### src/rtl/seq_matmul_int_param.sv
// Sequential signed integer matrix multiplier Z = A x B with one in-block MAC.
// Define SEQ_MATMUL_SAT_EN to saturate z_out instead of wrapping it.
module seq_matmul_int_param #(
    parameter int M      = 4,
    parameter int K      = 4,
    parameter int N      = 4,
    parameter int DATA_W = 16,
    parameter int OUT_W  = 32
) (
    input  logic              clk,
    input  logic              rst_n,
    input  logic              start,
    input  logic [DATA_W-1:0] a_in,
    input  logic [DATA_W-1:0] b_in,
    input  logic              z_ack,
    output logic [((M > 1) ? $clog2(M) : 1)-1:0] a_i,
    output logic [((K > 1) ? $clog2(K) : 1)-1:0] a_j,
    output logic [((K > 1) ? $clog2(K) : 1)-1:0] b_i,
    output logic [((N > 1) ? $clog2(N) : 1)-1:0] b_j,
    output logic [OUT_W-1:0]  z_out,
    output logic [((M > 1) ? $clog2(M) : 1)-1:0] z_i,
    output logic [((N > 1) ? $clog2(N) : 1)-1:0] z_j,
    output logic              z_stb,
    output logic              busy,
    output logic              done
);
    localparam int MW    = (M > 1) ? $clog2(M) : 1;
    localparam int KW    = (K > 1) ? $clog2(K) : 1;
    localparam int NW    = (N > 1) ? $clog2(N) : 1;
    localparam int ACC_W = 2 * DATA_W + KW;

    localparam logic [MW-1:0] M_LAST = MW'(M - 1);
    localparam logic [KW-1:0] K_LAST = KW'(K - 1);
    localparam logic [NW-1:0] N_LAST = NW'(N - 1);

    typedef enum logic [2:0] {
        S_IDLE,
        S_RUN,
        S_FLUSH,
        S_OUT,
        S_DONE
    } state_t;

    state_t                     r_state;
    logic [MW-1:0]              r_i;
    logic [KW-1:0]              r_k;
    logic [NW-1:0]              r_j;
    logic                       r_pipe_v;
    logic signed [ACC_W-1:0]    r_acc;
    logic signed [2*DATA_W-1:0] w_prod;
    logic signed [ACC_W-1:0]    w_acc_nxt;
    logic signed [OUT_W-1:0]    w_red;

    // Operand addresses follow the loop counters directly.
    assign a_i = r_i;
    assign a_j = r_k;
    assign b_i = r_k;
    assign b_j = r_j;

    // MAC: product of the operands fetched one cycle earlier.
    assign w_prod    = $signed(a_in) * $signed(b_in);
    assign w_acc_nxt = r_pipe_v ? r_acc + ACC_W'(w_prod) : r_acc;

    // Reduce the accumulator to the output width.
    generate
        if (OUT_W >= ACC_W) begin : g_ext
            assign w_red = OUT_W'(w_acc_nxt);
        end else begin : g_red
`ifdef SEQ_MATMUL_SAT_EN
            logic [ACC_W-OUT_W:0] w_top;
            logic                 w_fits;
            assign w_top  = w_acc_nxt[ACC_W-1:OUT_W-1];
            assign w_fits = (&w_top) | ~(|w_top);
            assign w_red  = w_fits ? w_acc_nxt[OUT_W-1:0] :
                            w_acc_nxt[ACC_W-1] ?
                            {1'b1, {(OUT_W-1){1'b0}}} :
                            {1'b0, {(OUT_W-1){1'b1}}};
`else
            assign w_red = w_acc_nxt[OUT_W-1:0];
`endif
        end
    endgenerate

    // Control FSM, loop counters, accumulator and registered outputs.
    always_ff @(posedge clk or negedge rst_n) begin
        if (!rst_n) begin
            r_state  <= S_IDLE;
            r_i      <= '0;
            r_j      <= '0;
            r_k      <= '0;
            r_pipe_v <= 1'b0;
            r_acc    <= '0;
            z_out    <= '0;
            z_i      <= '0;
            z_j      <= '0;
            z_stb    <= 1'b0;
            busy     <= 1'b0;
            done     <= 1'b0;
        end else begin
            r_acc <= w_acc_nxt;
            unique case (r_state)
                S_IDLE: begin
                    if (start) begin
                        r_state <= S_RUN;
                        r_i     <= '0;
                        r_j     <= '0;
                        r_k     <= '0;
                        r_acc   <= '0;
                        busy    <= 1'b1;
                    end
                end
                S_RUN: begin
                    r_pipe_v <= 1'b1;
                    if (r_k == K_LAST) begin
                        r_k     <= '0;
                        r_state <= S_FLUSH;
                    end else begin
                        r_k <= r_k + 1'b1;
                    end
                end
                S_FLUSH: begin
                    r_pipe_v <= 1'b0;
                    z_out    <= w_red;
                    z_i      <= r_i;
                    z_j      <= r_j;
                    z_stb    <= 1'b1;
                    r_state  <= S_OUT;
                end
                S_OUT: begin
                    if (z_ack && z_stb) begin
                        z_stb <= 1'b0;
                        r_acc <= '0;
                        if (r_j == N_LAST) begin
                            r_j <= '0;
                            r_i <= r_i + 1'b1;
                        end else begin
                            r_j <= r_j + 1'b1;
                        end
                        if (r_i == M_LAST && r_j == N_LAST) begin
                            r_i     <= '0;
                            r_state <= S_DONE;
                            done    <= 1'b1;
                        end else begin
                            r_state <= S_RUN;
                        end
                    end
                end
                S_DONE: begin
                    done    <= 1'b0;
                    busy    <= 1'b0;
                    r_state <= S_IDLE;
                end
                default: r_state <= S_IDLE;
            endcase
        end
    end

endmodule

### config.mk
export PLATFORM = sky130hd
export DESIGN_NAME = seq_matmul_int_param
export DESIGN_NICKNAME = d
export VERILOG_FILES = /design/src/rtl/seq_matmul_int_param.sv
export SDC_FILE = /design/constraint.sdc
export NUM_CORES = 1
export LEC_CHECK = 0
export BUFFER_PORTS_ARGS = -buffer_cell sky130_fd_sc_hd__buf_4
export CORE_UTILIZATION = 30
export DETAILED_ROUTE_END_ITERATION = 8
export PLACE_DENSITY = 0.55
export RECOVER_POWER = 25
export SLEW_MARGIN = 40
export SYNTH_ARGS = -nofsm -noshare
export SYNTH_HDL_FRONTEND = slang
export SYNTH_SLANG_ARGS = --single-unit
### constraint.sdc
create_clock -name clk -period 7.2 [get_ports clk]
set_input_delay 1.08 -clock clk [delete_from_list [all_inputs] [get_ports clk]]
set_output_delay 1.08 -clock clk [all_outputs]
set_load 0.02 [all_outputs]
==> metrics.yaml, run 1 <==
path_clk_slew_ns: 0.06
dpl_worst_slack_ns: 0.0625
postSynthCellCount: 1514
ys_types: 62
rsz0062_at_grt: "false"
cts_tree: "yes"
dieArea_um2: 48300
grt_usage: 0.153
synth_nets: 1943
synth_edf_count: 0
die-width_um: 220
gr-total-overflow: 0
critPathSlowestCell: "fa_2"
grt_first_pass_wirelength_um: 58100
fmaxAchievable_mhz: 147
worstSkewPairLatency_ns: 0.33
numPortBuffers: 82
vias_per_cell: 4.58
antenna_found_initial: 0
cts.sinks: 81
ys_seq_area_frac: 0.142
setup_violations: 0
yosysWarnings: 0
area_growth_syn_to_layout_pct: 11.3
drc: 8
synthArstFlopShare: 1.00
root_buffer: "clkbuf_16"
core_area_um2: 46700
post_cts_buffers: 0
violations: "DRC, capacitance limit, slew limit"
initial_core_util: 0.305
fin_crit_ns: 6.78
worst-path-max-fanout: 7
vias: 9997
end_kind: "register"
h-tree-depth: 3
drt_iter0_markers: 371
synth_area_um2: 14200
die_h_um: 220
first_pass_iters: 6
yosys.area.top_type_share: 0.411
start_kind: "input pin"
cts_resized: 0
grt_pass1_vias: 10900
cts_hold_buffers: 0
ant_nets: 0
layout-drive-gt1-share: 0.0838
core.rowCount: 79
cp_top_family: "adder cells"
ctsLongestPathBuffers: 2
ys_seq_elements: 81
routedWlPerCell_um: 15.9
min_path_type: "reg -> reg"
synth_most_common_cell: "inv_1"
num_io_pins: 83
place.gp.congestion: 0.831
synth_area_leaders: "fa_1, dfrtp_1, inv_1"
grt_max_degree: 82
cp.required_ns: 7.40
cp_slowest_stage_delay_ns: 0.60
status: "complete, but fails checks"
finalCritPeriodShare: 0.942
final_max_slew_viol_count: 84
worst_slack_ns: 0.416
max_slew_margin: -0.913
synth_area_leader_cell: "fa_1"
synth_ff_type: "dfrtp_1"
timing.hold.ws_ns: 0.477
diodes: 0
cts_buffers: 9
drt-total-wl_um: 34600
syn_area_per_cell_um2: 9.40
nFillCells: 4830
worst-path-buf-inv: 6
cp.arrival_ns: 6.98
layout.nets: 1999
tightest_slew_ns: 2.87
synthTopCellsByCount: "inv_1, fa_1, nand2_1"
hpwlAfterDp_um: 29300
maxCapViolCount: 2
fin_tns_setup_ns: 0
skew_ns: 0.00785
crit_path_cell_trace: "buf_4 -> nand2_1 -> inv_1 -> fa_2 -> inv_1 -> fa_1 -> inv_1 -> fa_1 -> fa_1 -> fa_1 -> inv_1 -> fa_1 -> inv_1 -> ha_1 -> a211o_1 -> or3_1 -> o21bai_1 -> o21ai_1 -> a211oi_1 -> o31ai_1 -> a31oi_1 -> o21ai_1"
hold_viol_final: 0
worstSetupPathType: "in -> reg"
routing by layer:
metal / track usage / routed length, um / up-vias
met1: 0.208 / 15700 / 5165
met3: 0.0163 / 981 / 26
met4: 0.0234 / 351 / 0
li1: - / - / 4664
met2: 0.266 / 17600 / 142
met5: 0 / 0 / -
tightest hold or removal path, delay by kind of cell, from the launching register on:
family           cells  cell delay [ns]
flip-flops           1             0.34
AND/OR/NAND/NOR      2             0.11
placed cells by master, fill, tap and decap left out, types with 3 or more instances in the layout:
master     Yosys  layout
or3_1          7       7
ha_1         101     101
xnor2_1       26      26
nor2_1        70      70
nand4_1        4       4
nand2_1      190     189
mux2i_1       18      18
a21oi_1       28      27
and3_1         4       4
o21ai_1       16      16
nand2b_1       7       7
a211oi_1       6       6
o211ai_1       6       6
clkbuf_16      0       9
buf_4          3      98
nand3_1       10      10
o21a_1         4       4
nor2b_1        5       5
nor3_1         9       9
clkbuf_1      49       4
a21o_1         7       7
o221ai_1       3       3
o22ai_1        3       3
inv_1        344     344
xor2_1         6       6
a22o_1         3       3
o21ai_0       39      39
fa_1         292     291
and2_1       126     126
dfrtp_1       81      81
a31oi_1        6       6
flip-flops by register name, summed over array words and instances (netlist names):
| register | count |
|---|---|
| busy | 1 |
| b_j | 2 |
| a_i | 2 |
| z_i | 2 |
| r_state | 3 |
| r_pipe_v | 1 |
| z_out | 32 |
| z_j | 2 |
| r_acc | 32 |
| done | 1 |
| a_j | 2 |
| z_stb | 1 |
worst paths after layout:
kind                                  end  depth (start not counted)  startpoint  slack [ns]
worst max register to register  z_out[26]                         18   r_acc[15]        1.82
worst min register to register     z_j[1]                          2      z_j[1]        0.48
min in group asynchronous          b_j[0]                          1       rst_n        1.11
worst max-delay path            z_out[31]                         22     b_in[1]        0.42
worst min-delay path               z_j[1]                          2      z_j[1]        0.48
max in group asynchronous          a_j[1]                          2       rst_n        2.70
through the flow:
| stage | instance area, um^2 | utilization | instances |
|---|---|---|---|
| after detailed placement | 15500 | 0.333 | 2165 |
| after CTS | 15900 | 0.340 | 2181 |
| final | 15800 | 0.340 | 2182 |
| after global placement | 15500 | 0.333 | 2165 |
| after global routing | 15800 | 0.340 | 2182 |
| after floorplan | 14200 | - | 1514 |
cell families after synthesis:
kind of cell	share of synthesized area
AND/OR/NAND/NOR	0.150
buffers and inverters	0.106
adder cells (fa/ha/maj)	0.499
AO/OA/AOI/OAI	0.0689
flip-flops	0.142
XOR/XNOR	0.0197
multiplexers	0.0134
area by class of cell:
class | count | area, um^2 | area share
Clock inverter | 6 | 90.1 | 0.00568
Sequential cell | 81 | 2030 | 0.128
Inverter | 344 | 1290 | 0.0815
Multi-Input combinational cell | 1033 | 10700 | 0.675
Tap cell | 607 | 759 | 0.0479
Clock buffer | 10 | 229 | 0.0144
Timing Repair Buffer | 101 | 747 | 0.0471
Power of run 1 is left out: the tool's default activity adds up to more than one toggle a clock period on the data nets, which glitch-free logic cannot reach.
==> run 2, diff against run 1 <==
- ABC_AREA: not set -> 1
==> metrics.yaml, run 2 <==
status: "complete, but fails checks"
violations: "capacitance limit, slew limit"
synth_edf_count: 0  # unchanged
setup_violations: 0  # unchanged
max_slew_margin: -1.66  # -0.746
drc: 0  # -8
die_h_um: 225  # +2.4%
cp_slowest_stage_delay_ns: 0.71  # +0.11 ns
skew_ns: 0.0114  # +0.00357 ns
ys_types: 42  # -32%
path_clk_slew_ns: 0.06  # about the same
vias: 11000  # +10%
area_growth_syn_to_layout_pct: 9.95
synth_area_leaders: "fa_1, dfrtp_1, inv_1"
drt_iter0_markers: 580  # +56%
layout-drive-gt1-share: 0.0879  # +0.00405
multi_input_area_um2: 10600  # -0.61%
first_pass_iters: 5  # -1
cp_top_family: "adder cells"
vias_per_cell: 4.34  # -5.3%
cts_buffers: 9  # unchanged
ant_nets: 0  # unchanged
worst-path-buf-inv: 7  # +1
cts_hold_buffers: 0  # unchanged
tightest_slew_ns: 3.99  # +1.12 ns
end_kind: "register"
rsz0062_at_grt: "false"
stdcell_area_um2: 16400  # +3.6%
final_cell_mix: "inv_1, nand2_1, fa_1, ha_1, buf_4"
post_cts_buffers: 0  # unchanged
fin_crit_ns: 6.67  # -0.116 ns
regArea_um2: 2030  # unchanged
cts_resized: 0  # unchanged
critPathSlowestCell: "fa_1"
synth_ff_type: "dfrtp_1"
initial_core_util: 0.304  # -0.000652
final_max_slew_viol_count: 72  # -14%
reg_top3: "r_acc x32, z_out x32, r_state x3"
antenna_found_initial: 1  # +1
cp_common_cell: "fa_1"
root_buffer: "clkbuf_16"
hold_viol_final: 0  # unchanged
drt-total-wl_um: 38100  # +10%
yosys.area.top_type_share: 0.391  # -0.0192
synth_most_common_cell: "inv_1"
finalCritPeriodShare: 0.926  # -0.0161
dieArea_um2: 50700  # +4.9%
core.rowCount: 81  # +2.5%
synthArstFlopShare: 1.00  # unchanged
synth_nets: 2278  # +17%
cp.arrival_ns: 6.89  # -0.09 ns
ys_seq_elements: 81  # unchanged
numPortBuffers: 82  # unchanged
ctsLongestPathBuffers: 2  # unchanged
gr-total-overflow: 0  # unchanged
worst_slack_ns: 0.532  # +0.116 ns
place.gp.congestion: 0.895  # +7.8%
routedWlPerCell_um: 15.0  # -5.4%
min_path_type: "reg -> reg"
grt_first_pass_wirelength_um: 65200  # +12%
die-width_um: 225  # +2.4%
grt_pass1_vias: 12100  # +11%
layout.nets: 2302  # +15%
final_common_cell: "inv_1"
cts_tree: "yes"
worstSetupPathType: "in -> reg"
ys_seq_area_frac: 0.136  # -0.00667
grt_usage: 0.164  # +0.0107
syn_area_per_cell_um2: 8.08  # -14%
cts.sinks: 81  # unchanged
fin_tns_setup_ns: 0  # unchanged
postSynthCellCount: 1849  # +22%
grt_max_degree: 72  # -12%
yosysWarnings: 0  # unchanged
worstSkewPairLatency_ns: 0.36  # +0.03 ns
synthTopCellsByCount: "inv_1, nand2_1, fa_1"
fmaxAchievable_mhz: 150  # +1.7%
start_kind: "input pin"
hpwlAfterDp_um: 32800  # +12%
num_io_pins: 83  # unchanged
h-tree-depth: 3  # unchanged
cp.required_ns: 7.42  # +0.02 ns
maxCapViolCount: 1  # -1
synth_area_leader_cell: "fa_1"
nFillCells: 5272  # +9.2%
worst-path-max-fanout: 16  # +9
synth_area_um2: 14900  # +4.9%
diodes: 0  # unchanged
crit_path_cell_trace: "buf_4 -> nand2_1 -> inv_1 -> fa_1 -> inv_1 -> fa_1 -> inv_1 -> fa_1 -> fa_1 -> fa_1 -> inv_1 -> fa_1 -> inv_1 -> ha_1 -> nand2_1 -> nor2_2 -> inv_2 -> nor2_1 -> nand4_1 -> nand4_1 -> nand3_1 -> o21ai_1 -> o21ai_1"
core_area_um2: 49100  # +5.1%
post_dp_cell_area_um2: 16100  # +3.9%
dpl_worst_slack_ns: 0.166  # +0.103 ns
-- run 2: path summary, 6_finish.rpt --
| path | startpoint | to | slack [ns] | cells after the start |
|---|---|---|---|---|
| worst max register to register | r_acc[15] | z_out[20] | 2.19 | 19 |
| worst max-delay path | b_in[1] | z_out[23] | 0.53 | 23 |
| max in group asynchronous | rst_n | z_out[2] | 2.27 | 2 |
| worst min register to register | z_out[21] | z_out[21] | 0.49 | 2 |
| min in group asynchronous | rst_n | z_out[29] | 0.72 | 1 |
| worst min-delay path | z_out[21] | z_out[21] | 0.49 | 2 |
-- run 2: metal layers --
metal  vias to the layer above  global-route usage  routed length [um]
li1                       5370                   -                   -
met1                      5452               0.235               18800
met2                       172               0.266               17800
met3                        28              0.0147                1010
met4                         2              0.0382                 585
met5                         -                   0                  13
-- run 2: logic make-up after synthesis --
family,after synthesis,synth area share
AOI/OAI and AO/OA,121,0.0461
xor gates and xnor gates,13,0.00762
adders and majority gates,393,0.476
buffers and inverters,598,0.151
DFF,81,0.136
muxes,6,0.00402
and+or+nand+nor,637,0.179
-- run 2: area by class of cell --
type | instances | share of cell area
flip-flops and latches | 81 | 0.123
multi-input cells | 1170 | 0.648
clock inverters | 6 | 0.00419
repair buffers | 90 | 0.0405
clock buffers | 10 | 0.0139
inverters | 521 | 0.119
well taps | 664 | 0.0506
-- run 2: worst register-to-register path, stage by stage, from the launching register on --
cell and delay (ns):
dfrtp_1 0.41, inv_1 0.09, fa_1 0.51, inv_1 0.06, fa_1 0.43, fa_1 0.53
fa_1 0.56, inv_1 0.05, fa_1 0.48, inv_1 0.05, ha_1 0.36, nand2_1 0.12
nor2_1 0.13, inv_1 0.10, nor2_2 0.23, nand4_1 0.22, nand4_1 0.15, nand3_1 0.08
o21ai_1 0.21, o21ai_1 0.10
-- run 2: stage by stage --
step                utilization  cells  hold slack (ns)
finish                    0.335   2542            0.486
global route              0.335   2542            0.522
CTS                       0.335   2542            0.492
detailed placement        0.329   2526            0.468
global placement          0.329   2526            0.469
floorplan                     -   1849            0.517
Power of run 2 is left out for the same reason.
